File: src/rtl/port_periph.sv
// I/O-bus responder for the single-cycle CPU: GPIO, scratch and an 8-bit interval timer with interrupt.
// Optional `PORT_PERIPH_SYNC_EN: 2-flop synchronizer on sw before in_p0.
module port_periph #(
    parameter int unsigned PRESCALE = 1000,
    parameter int unsigned PW       = 10
) (
    input  logic       clk,
    input  logic       reset,
    input  logic       we_o,
    input  logic [1:0] hilo_out,
    input  logic [7:0] out_p0,
    input  logic [7:0] out_p1,
    input  logic [7:0] out_p2,
    input  logic [7:0] out_p3,
    input  logic [7:0] sw,
    output logic [7:0] in_p0,
    output logic [7:0] in_p1,
    output logic [7:0] in_p2,
    output logic [7:0] in_p3,
    output logic [7:0] gpio,
    output logic       i_timer
);

    localparam logic [PW-1:0] PRE_MAX = PW'(PRESCALE - 1);

    logic [7:0]    gpio_q, gpio_d;
    logic [7:0]    scratch_q, scratch_d;
    logic [7:0]    reload_q, reload_d;
    logic [7:0]    count_q, count_d;
    logic [PW-1:0] pre_q, pre_d;
    logic          en_q, en_d;
    logic          auto_q, auto_d;
    logic          pending_q, pending_d;
    logic          irq_q, irq_d;

    logic [7:0] wr_data;
    logic       wr0, wr1, wr2, wr3;
    logic       tick, expire;

    always_comb begin
        wr_data = out_p0;
        case (hilo_out)
            2'd0: wr_data = out_p0;
            2'd1: wr_data = out_p1;
            2'd2: wr_data = out_p2;
            2'd3: wr_data = out_p3;
            default: wr_data = out_p0;
        endcase
        wr0 = we_o && (hilo_out == 2'd0);
        wr1 = we_o && (hilo_out == 2'd1);
        wr2 = we_o && (hilo_out == 2'd2);
        wr3 = we_o && (hilo_out == 2'd3);
    end

    always_comb begin
        tick   = en_q && (pre_q == PRE_MAX);
        // A reload write on the same edge overrides the expiry entirely.
        expire = tick && (count_q == 8'd1) && !wr1;

        gpio_d    = gpio_q;
        scratch_d = scratch_q;
        reload_d  = reload_q;
        count_d   = count_q;
        pre_d     = pre_q;
        en_d      = en_q;
        auto_d    = auto_q;
        pending_d = pending_q;
        irq_d     = expire;

        if (en_q) begin
            pre_d = tick ? '0 : pre_q + PW'(1);
        end
        if (tick && (count_q > 8'd1)) begin
            count_d = count_q - 8'd1;
        end
        if (expire) begin
            pending_d = 1'b1;
            if (auto_q) begin
                count_d = reload_q;
            end else begin
                count_d = '0;
                en_d    = 1'b0;
            end
        end

        if (wr0) gpio_d = wr_data;
        if (wr1) begin
            reload_d = wr_data;
            count_d  = wr_data;
            pre_d    = '0;
        end
        if (wr2) begin
            en_d   = wr_data[0];
            auto_d = wr_data[1];
            // Write-1-to-clear loses against a simultaneous expiry.
            if (wr_data[7] && !expire) pending_d = 1'b0;
        end
        if (wr3) scratch_d = wr_data;
    end

    always_ff @(posedge clk) begin
        if (reset) begin
            gpio_q    <= '0;
            scratch_q <= '0;
            reload_q  <= '0;
            count_q   <= '0;
            pre_q     <= '0;
            en_q      <= 1'b0;
            auto_q    <= 1'b0;
            pending_q <= 1'b0;
            irq_q     <= 1'b0;
        end else begin
            gpio_q    <= gpio_d;
            scratch_q <= scratch_d;
            reload_q  <= reload_d;
            count_q   <= count_d;
            pre_q     <= pre_d;
            en_q      <= en_d;
            auto_q    <= auto_d;
            pending_q <= pending_d;
            irq_q     <= irq_d;
        end
    end

`ifdef PORT_PERIPH_SYNC_EN
    logic [7:0] sync1_q, sync2_q;

    always_ff @(posedge clk) begin
        if (reset) begin
            sync1_q <= '0;
            sync2_q <= '0;
        end else begin
            sync1_q <= sw;
            sync2_q <= sync1_q;
        end
    end

    assign in_p0 = sync2_q;
`else
    assign in_p0 = sw;
`endif

    assign in_p1   = count_q;
    assign in_p2   = {pending_q, 5'b0, auto_q, en_q};
    assign in_p3   = scratch_q;
    assign gpio    = gpio_q;
    assign i_timer = irq_q;

endmodule

File: config.mk
export PLATFORM = sky130hd
export DESIGN_NAME = port_periph
export DESIGN_NICKNAME = d
export VERILOG_FILES = /design/src/rtl/port_periph.sv
export SDC_FILE = /design/constraint.sdc
export NUM_CORES = 1
export LEC_CHECK = 0
export CELL_PAD_IN_SITES_DETAIL_PLACEMENT = 1
export CELL_PAD_IN_SITES_GLOBAL_PLACEMENT = 1
export CORE_UTILIZATION = 34
export CTS_CLUSTER_DIAMETER = 80
export DETAILED_ROUTE_END_ITERATION = 6
export GPL_ROUTABILITY_DRIVEN = 1
export PLACE_DENSITY = 0.89
export SLEW_MARGIN = 20
export SYNTH_ARGS = -nofsm -noshare
export SYNTH_HDL_FRONTEND = slang
export SYNTH_SLANG_ARGS = --single-unit
File: constraint.sdc
create_clock -name clk -period 3.2 [get_ports clk]
set_input_delay 0.32 -clock clk [delete_from_list [all_inputs] [get_ports clk]]
set_output_delay 0.32 -clock clk [all_outputs]
set_load 0.1 [all_outputs]
==> results of run 1 <==
path summary, 6_finish.rpt:
path                                 end  slack (ns)
worst max-delay path            in_p1[2]        0.93
worst min-delay path            in_p1[4]        0.46
worst max register to register  in_p1[4]        1.18
worst min register to register  in_p1[4]        0.46
area by class of cell:
class | count | area [µm²]
tap | 77 | 96.34
clock buffer | 7 | 76.32
fill | 764 | 3462
timing repair buffer | 61 | 600.6
clock inverter | 1 | 30.03
multi-input combinational | 189 | 1192
sequential | 46 | 920.9
inverter | 2 | 7.507
flip-flops by register name, indices dropped and copies added (netlist names):
| signal | count |
|---|---|
| pre_q | 10 |
| gpio | 8 |
| in_p1 | 8 |
| in_p3 | 8 |
| reload_q | 8 |
| auto_q | 1 |
| en_q | 1 |
| i_timer | 1 |
| pending_q | 1 |
routing by layer:
| layer | part of all wire [%] | global-route usage, % | vias to the layer above | wire, µm |
|---|---|---|---|---|
| met4 | 1.5 | 6.626 | 0 | 84 |
| met1 | 43 | 18.90 | 919 | 2391 |
| met2 | 50 | 28.82 | 48 | 2773 |
| met5 | 0 | 0 | - | 0 |
| met3 | 5.4 | 4.649 | 5 | 302 |
| li1 | - | - | 956 | - |
synthesized netlist by cell type (all sizes together), types with 2 or more instances:
cell	n	share of area [%]
dfxtp	46	41
nor2	36	6.0
nand2	33	5.8
a21oi	23	5.2
buf	21	6.4
mux2i	18	8.0
xnor2	7	2.7
xor2	7	2.7
nand3b	6	2.5
nor3	6	2.0
and2	5	1.4
a21o	4	1.3
clkbuf	4	0.66
nand3	4	1.1
nand4	4	1.4
o21ai	4	0.88
a211oi	3	0.99
a31o	3	1.2
and3	3	1.0
ha	3	1.7
inv	2	0.33
nand2b	2	0.55
cell families after synthesis:
| logic type | count (synthesis) | synth area share (%) |
|---|---|---|
| flops | 46 | 40.66 |
| compound gates | 42 | 11.93 |
| simple gates | 107 | 24.86 |
| fa+ha+maj | 3 | 1.658 |
| xor+xnor | 14 | 5.414 |
| mux | 18 | 7.956 |
| buf+inv | 27 | 7.348 |
| other cells | 1 | 0.1656 |
metrics by stage:
step                instance area [µm²]  hold slack [ns]
detailed placement                 2818           0.4454
floorplan                          2280           0.4275
global placement                   2818           0.4345
global route                       2924           0.4900
finish                             2924           0.4552
CTS                                2924           0.4582
power breakdown:
group          total (mW)  internal [mW]  switching, mW
clock network       0.425          0.234          0.192
logic               0.250         0.0839          0.166
registers           0.600          0.587         0.0137
==> results by group, run 1 <==
Worst setup path
  • R2R cell count: 6
  • Critical Path Start: in_p1[2]
  • Bufs and invs on worst path: 1
  • R2R Path Start: pre_q[0]
  • Worst EP required: around 2.9 ns
  • Worst path cell trace: clkdlybuf4s50_1
  • CP delay by family, top: buffers and inverters
  • Arrival time worst endpoint: between 1.5 and 2 ns
  • Startpoint class of the critical path: flop
  • CP Class: flop to primary output
  • Nature of the critical path endpoint: primary output
  • Stages on worst setup path: 1
  • Worst stage delay on the critical path: roughly 1.2 ns
  • Crit Path Max Fanout: 6
  • Worst path slowest cell: clkdlybuf4s50_1

Route
  • Antenna-violating nets left: 0
  • Final WL: between 5000 and 6000 µm
  • Vias/cell: just over 5
  • Wire length per cell: about 14 µm
  • DRT Pass-1 Iters: 4
  • Initial drt markers: 89
  • DRC: 0
  • Vias: slightly below 2,000

Cells and area
  • Commonest non-fill, non-tap cell in the layout: clkdlybuf4s50_1
  • Synthesis-to-finish area growth: 29.12%
  • Share of cells above drive strength 1: under 10%
  • Final Non-Filler Cells: between 300 and 400
  • Final-stage net count: 353
  • Commonest cells after routing, fill and taps aside: clkdlybuf4s50_1, dfxtp_1, nor2_1, nand2_1, a21oi_1
  • Number of diodes: 0
  • Final Util: a little under half

Die
  • Ports: 86
  • Core footprint: 6386 µm²
  • Site Rows: 29
  • Starting Density: 35.46%
  • Die Ht: 83.62 µm
  • Die ar.: roughly 7000 µm²
  • Die X: between 80 and 90 µm

Clock network
  • Clock Tree Buf Depth: 2
  • CTS clk-pin slew, worst paths: about 0.080 ns
  • Post-cts hold buffer count: 0
  • Post-CTS Resized: 0
  • Clock Latency Late Sink: 0.30 ns
  • TritonCTS Buffers: 5
  • Num Clock Sinks: 46
  • Clk root buf: clkbuf_8
  • H-tree depth: 2
  • TritonCTS clock tree: yes
  • Post-CTS setup buffer count: 0

Timing
  • Final setup vio count: 0
  • Worst-margin pin slew: about 1.0 ns
  • TNS Setup: 0 ns
  • Final hold vios: 0
  • Max Clk Rate: between 0.4 and 0.5 GHz
  • Clk_skew: roughly 0.0063 ns
  • Slew margin rel.: 32.96%
  • Unrepaired setup endpoints after global routing: false
  • Final period utilization: between 70% and 80%
  • Max-slew violations: 0
  • Crit path time final: around 2.3 ns
  • Final worst slack: a little over 0.9 ns

Place
  • Post-DP HPWL: around 4100 µm
  • Placed Cells incl. Taps: 375
  • Routability Congestion: around 0.75
  • Setup WS pre-CTS: 0.9226 ns
  • Port Buffer Count: 59

Synthesis
  • Synth warn: 0
  • Syn avg cell area: between 8 and 9 µm²
  • Synthesized flop and latch total: between 40 and 50
  • Post-synth EDFFs: 0
  • Mapped cell area: ~2300 µm²
  • Post-synth ARST share: 0%
  • Ys flop type: dfxtp_1
  • Synth unique cells: 47
  • Mapped Cells: between 200 and 300
  • Seq/Total Area, Yosys: between 40 and 50%

Min path
  • Worst Hold Depth: 2
  • Hold/Removal Path Class: flop to flop
  • Hold Startpoint: reload_q[4]

Global route
  • Total Routing Usage GR: 16.50%
  • Largest net degree at the start of global routing: 38
  • Initial antenna violation count: 0
  • Grt ovf: 0
  • Vias in the first global route: about 2,000
  • First-pass GRT wire length: between 9000 and 10,000 µm

Run status
  • Status: finished clean

Power and ir drop
  • VDD IR max: ~0.00024 V
  • P_leak: about 1.1 nW
  • Tot Pwr: around 1.3 mW
  • PD cells: about 440 nW/µm²

Job
  • Max_cap viols: 0
(Power assumes the default switching activity.)
==> run 2, diff against run 1 <==
CORE_UTILIZATION = 32   (was 34)
PLACE_DENSITY = 0.84   (was 0.89)
clock period = 2.36 ns   (was 3.2 ns; I/O delays follow)
==> results by group, run 2 (synthesized netlist as in run 1, its figures left out) <==
Run status
  • Status: finished clean

Timing
  • TNS Setup: 0 ns
  • Crit path time final: 1.962 ns
  • Max Clk Rate: 0.5096 GHz
  • Final hold vios: 0
  • Final setup vio count: 0
  • Unrepaired setup endpoints after global routing: false
  • Final period utilization: ~83%
  • Clk_skew: approximately 0.0041 ns
  • Worst-margin pin slew: around 0.52 ns
  • Max-slew violations: 0
  • Slew margin rel.: 65.51%
  • Final worst slack: about 0.4 ns

Die
  • Die X: between 80 and 90 µm
  • Die Ht: ~86 µm
  • Core footprint: approximately 6800 µm²
  • Ports: between 80 and 90
  • Site Rows: 30
  • Die ar.: around 7400 µm²
  • Starting Density: between 30% and 40%

Place
  • Port Buffer Count: between 50 and 60
  • Setup WS pre-CTS: between 0.2 and 0.3 ns
  • Post-DP HPWL: around 4000 µm
  • Routability Congestion: 0.7266
  • Placed Cells incl. Taps: 397

Route
  • Met2 wire len: roughly 2600 µm
  • Top Layer Used: met4
  • Antenna-violating nets left: 0
  • Vias/cell: between 4 and 5
  • Met3 WL post-DR: 294 µm
  • Metal-1 WL: 2487 µm
  • Initial drt markers: a little over 60
  • Vias: 1,925
  • Wire length per cell: 13.38 µm
  • DRT Pass-1 Iters: 4
  • Final WL: between 5000 and 6000 µm
  • DRC: 0

Power and ir drop
  • Switch share: 29.70%
  • P_int: ~1.2 mW
  • P_leak: 1.210 nW
  • Logic gate share of total power: about 20%
  • Clock power share: approximately a third
  • Sw Pwr: a little over 0.5 mW
  • PD cells: 596.5 nW/µm²
  • Seq pwr share: between 40% and 50%
  • VDD IR max: between 0.0002 and 0.0003 V

Cells and area
  • Final Non-Filler Cells: between 400 and 500
  • Final-stage net count: ~360
  • Share of cells above drive strength 1: 17.15%
  • Largest register FFs: 10
  • Synthesis-to-finish area growth: 28.40%
  • Commonest cells after routing, fill and taps aside: dfxtp_1, nor2_1, buf_4, nand2_1, clkdlybuf4s50_1
  • Top reg by flops: pre_q
  • Commonest non-fill, non-tap cell in the layout: dfxtp_1
  • Number of diodes: 0

Clock network
  • Post-CTS setup buffer count: 0
  • CTS clk-pin slew, worst paths: about 0.090 ns
  • Post-cts hold buffer count: 0
  • H-tree depth: 2
  • Clk root buf: clkbuf_8
  • Num Clock Sinks: 46
  • Clock Tree Buf Depth: 2
  • TritonCTS clock tree: yes
  • Post-CTS Resized: 0
  • TritonCTS Buffers: 5
  • Clock Latency Late Sink: 0.30 ns

Global route
  • First-pass GRT wire length: slightly above 9000 µm
  • Initial antenna violation count: 0
  • Largest net degree at the start of global routing: 38
  • Grt ovf: 0
  • Vias in the first global route: 1,969
  • Total Routing Usage GR: 15.66%

Worst setup path
  • Worst path cell trace: ha_1 > nand4bb_1 > nor3_4 > nand2_1 > a211oi_1 > a21oi_1
  • Nature of the critical path endpoint: flop
  • CP Class: flop to flop
  • R2R setup slack: around 0.4 ns
  • Crit Path Max Fanout: 9
  • Worst path slowest cell: dfxtp_1
  • Worst stage delay on the critical path: 0.40 ns
  • Worst EP required: around 2.6 ns
  • Startpoint class of the critical path: flop
  • Arrival time worst endpoint: between 2 and 2.5 ns

Job
  • Max_cap viols: 0

Min path
  • Hold/Removal Path Class: flop to flop
## run 2: cell count changes in the layout (fill, tap and decap cells not counted), sizes merged
| cell | before | now |
|---|---|---|
| buf | 4 | 33 |
| clkdlybuf4s50 | 57 | 31 |
| clkbuf | 7 | 5 |
| clkinv | 0 | 2 |
## run 2: power groups by stage
stage / sequential (mW) / clock [mW] / combinational (mW)
after floorplan: 0.926 / 0 / 0.211
after global placement: 0.830 / 0 / 0.336
final: 0.813 / 0.582 / 0.340
after CTS: 0.813 / 0.610 / 0.343
after detailed placement: 0.831 / 0 / 0.342
after global routing: 0.816 / 0.646 / 0.364
## run 2: worst max-delay path: cells and delay by family (launching register included)
family / cells / cell delay [ns]
flops: 1 / 0.40
compound gates: 2 / 0.37
simple gates: 3 / 0.81
fa+ha+maj: 1 / 0.27
## run 2: cell type report
cell class	count	area, µm²
Fill cell	838	3924
Multi-Input combinational cell	189	1192
Sequential cell	46	920.9
Timing Repair Buffer	64	558.0
Tap cell	96	120.1
Clock buffer	5	68.82
Clock inverter	3	40.04
Inverter	2	7.507
## run 2: path summary, 6_finish.rpt
path	startpoint	end	cells after the start
max	pre_q[0]	in_p1[4]	6
min	reload_q[3]	in_p1[3]	2
max reg2reg	pre_q[0]	in_p1[4]	6
min reg2reg	reload_q[3]	in_p1[3]	2
## run 2: routing by layer
metal  vias to the layer above  GRT usage [%]
li1                        963              -
met1                       910          19.46
met2                        44          26.05
met3                         8          4.235
met4                         0          5.455
met5                         -              0
## run 2: through the flow
stage	area [µm²]	utilization (%)	power, mW	hold WS [ns]
after floorplan	2280	-	1.137	0.3720
after global placement	2799	40.97	1.166	0.4366
after detailed placement	2799	40.97	1.173	0.4474
after CTS	2908	42.56	1.766	0.4612
after global routing	2908	42.56	1.826	0.4715
final	2908	42.56	1.735	0.4532
==> run 3, diff against run 2 <==
clock period = 1.9 ns   (was 2.36 ns; I/O delays follow)
==> results by group, run 3 (synthesized netlist as in run 1, its figures left out) <==
Timing
  • Unrepaired setup endpoints after global routing: false
  • Clk_skew: between 0.003 and 0.004 ns
  • Final period utilization: between 90 and 100%
  • Final hold vios: 0
  • Final worst slack: between 0.1 and 0.15 ns
  • Max Clk Rate: 0.5692 GHz
  • Final setup vio count: 0
  • Crit path time final: 1.757 ns
  • TNS Setup: 0 ns
  • Max-slew violations: 0

Route
  • Final WL: 5693 µm
  • Initial drt markers: 42
  • DRC: 0
  • Antenna-violating nets left: 0
  • Wire length per cell: 13.78 µm
  • Vias: around 2,000
  • DRT Pass-1 Iters: 4
  • Vias/cell: ~4.8

Die
  • Die ar.: between 7000 and 8000 µm²
  • Site Rows: 30
  • Ports: 86
  • Die X: between 80 and 90 µm
  • Die Ht: around 86 µm
  • Starting Density: 33.15%
  • Core footprint: between 6000 and 7000 µm²

Cells and area
  • Number of diodes: 0
  • Commonest non-fill, non-tap cell in the layout: buf_4
  • Commonest cells after routing, fill and taps aside: buf_4, dfxtp_1, nor2_1, nand2_1, clkdlybuf4s50_1
  • Largest register FFs: 10
  • Top reg by flops: pre_q
  • Share of cells above drive strength 1: between 20% and 30%
  • Synthesis-to-finish area growth: 33.70%
  • Final-stage net count: around 370

Worst setup path
  • Crit Path Max Fanout: 9
  • CP Class: flop to flop
  • Worst EP required: 2.10 ns
  • Arrival time worst endpoint: around 2.0 ns
  • Nature of the critical path endpoint: flop
  • Startpoint class of the critical path: flop

Global route
  • First-pass GRT wire length: around 9600 µm
  • Total Routing Usage GR: between 10% and 20%
  • Largest net degree at the start of global routing: 38
  • Grt ovf: 0
  • Vias in the first global route: between 2,000 and 2,500
  • Initial antenna violation count: 0

Clock network
  • Clock Tree Buf Depth: 2
  • H-tree depth: 2
  • Post-cts hold buffer count: 0
  • CTS clk-pin slew, worst paths: around 0.080 ns
  • TritonCTS Buffers: 5
  • Clk root buf: clkbuf_8
  • TritonCTS clock tree: yes
  • Clock Latency Late Sink: 0.30 ns
  • Num Clock Sinks: 46

Power and ir drop
  • P_leak: between 1 and 1.5 nW
  • PD cells: roughly 720 nW/µm²
  • VDD IR max: around 0.00037 V

Min path
  • Hold/Removal Path Class: input port to primary output

Place
  • Routability Congestion: between 0.7 and 0.8
  • Post-DP HPWL: between 4000 and 5000 µm
  • Setup WS pre-CTS: ~0.024 ns
  • Port Buffer Count: approximately 60

Job
  • Max_cap viols: 0

Run status
  • Status: finished clean
run 3: path summary, 6_finish.rpt:
| check | startpoint | to | slack, ns | depth (start not counted) |
|---|---|---|---|---|
| worst max-delay path | pre_q[1] | in_p1[7] | 0.14 | 6 |
| worst min-delay path | sw[1] | in_p0[1] | 0.38 | 0 |
| worst max register to register | pre_q[1] | in_p1[7] | 0.14 | 6 |
| worst min register to register | reload_q[4] | in_p1[4] | 0.45 | 2 |
run 3: timing repair:
action	CTS	global route
buffers inserted	0	1
resized for setup	0	4
setup endpoints to repair	0	3
run 3: where the power goes:
| group | internal, mW | switching (mW) |
|---|---|---|
| clock | 0.421 | 0.326 |
| combinational | 0.149 | 0.289 |
| sequential | 0.989 | 0.0207 |
run 3: layer usage:
| metal | track usage, % | up-vias | share of wire, % |
|---|---|---|---|
| met5 | 0 | - | 0 |
| met4 | 5.758 | 0 | 2.0 |
| met3 | 3.946 | 12 | 5.2 |
| met2 | 27.99 | 46 | 48 |
| met1 | 20.00 | 930 | 45 |
| li1 | - | 976 | - |
run 3: final cells by class:
| type | count | area (µm²) |
|---|---|---|
| flip-flops and latches | 46 | 932.1 |
| well taps | 96 | 120.1 |
| inverters | 2 | 7.507 |
| fillers | 810 | 3804 |
| clock buffers | 6 | 82.58 |
| clock inverters | 1 | 30.03 |
| repair buffers | 73 | 650.6 |
| multi-input cells | 189 | 1205 |
run 3: worst max-delay path: stages (launching register included):
cell and delay [ns]:
dfxtp_2 0.36, ha_1 0.18, nand4bb_1 0.18, nor3_4 0.38, nand2_4 0.19, mux2i_1 0.16
a31o_1 0.21
run 3: through the flow:
step / hold slack, ns / instances / total power, mW / area, µm² / utilization, %
after detailed placement: 0.3807 / 405 / 1.472 / 2894 / 42.36
after global placement: 0.3807 / 405 / 1.462 / 2894 / 42.36
final: 0.3800 / 413 / 2.194 / 3028 / 44.32
after global routing: 0.3802 / 413 / 2.290 / 3028 / 44.32
after CTS: 0.3807 / 412 / 2.222 / 3007 / 44.01
after floorplan: 0.3260 / 262 / 1.414 / 2290 / -
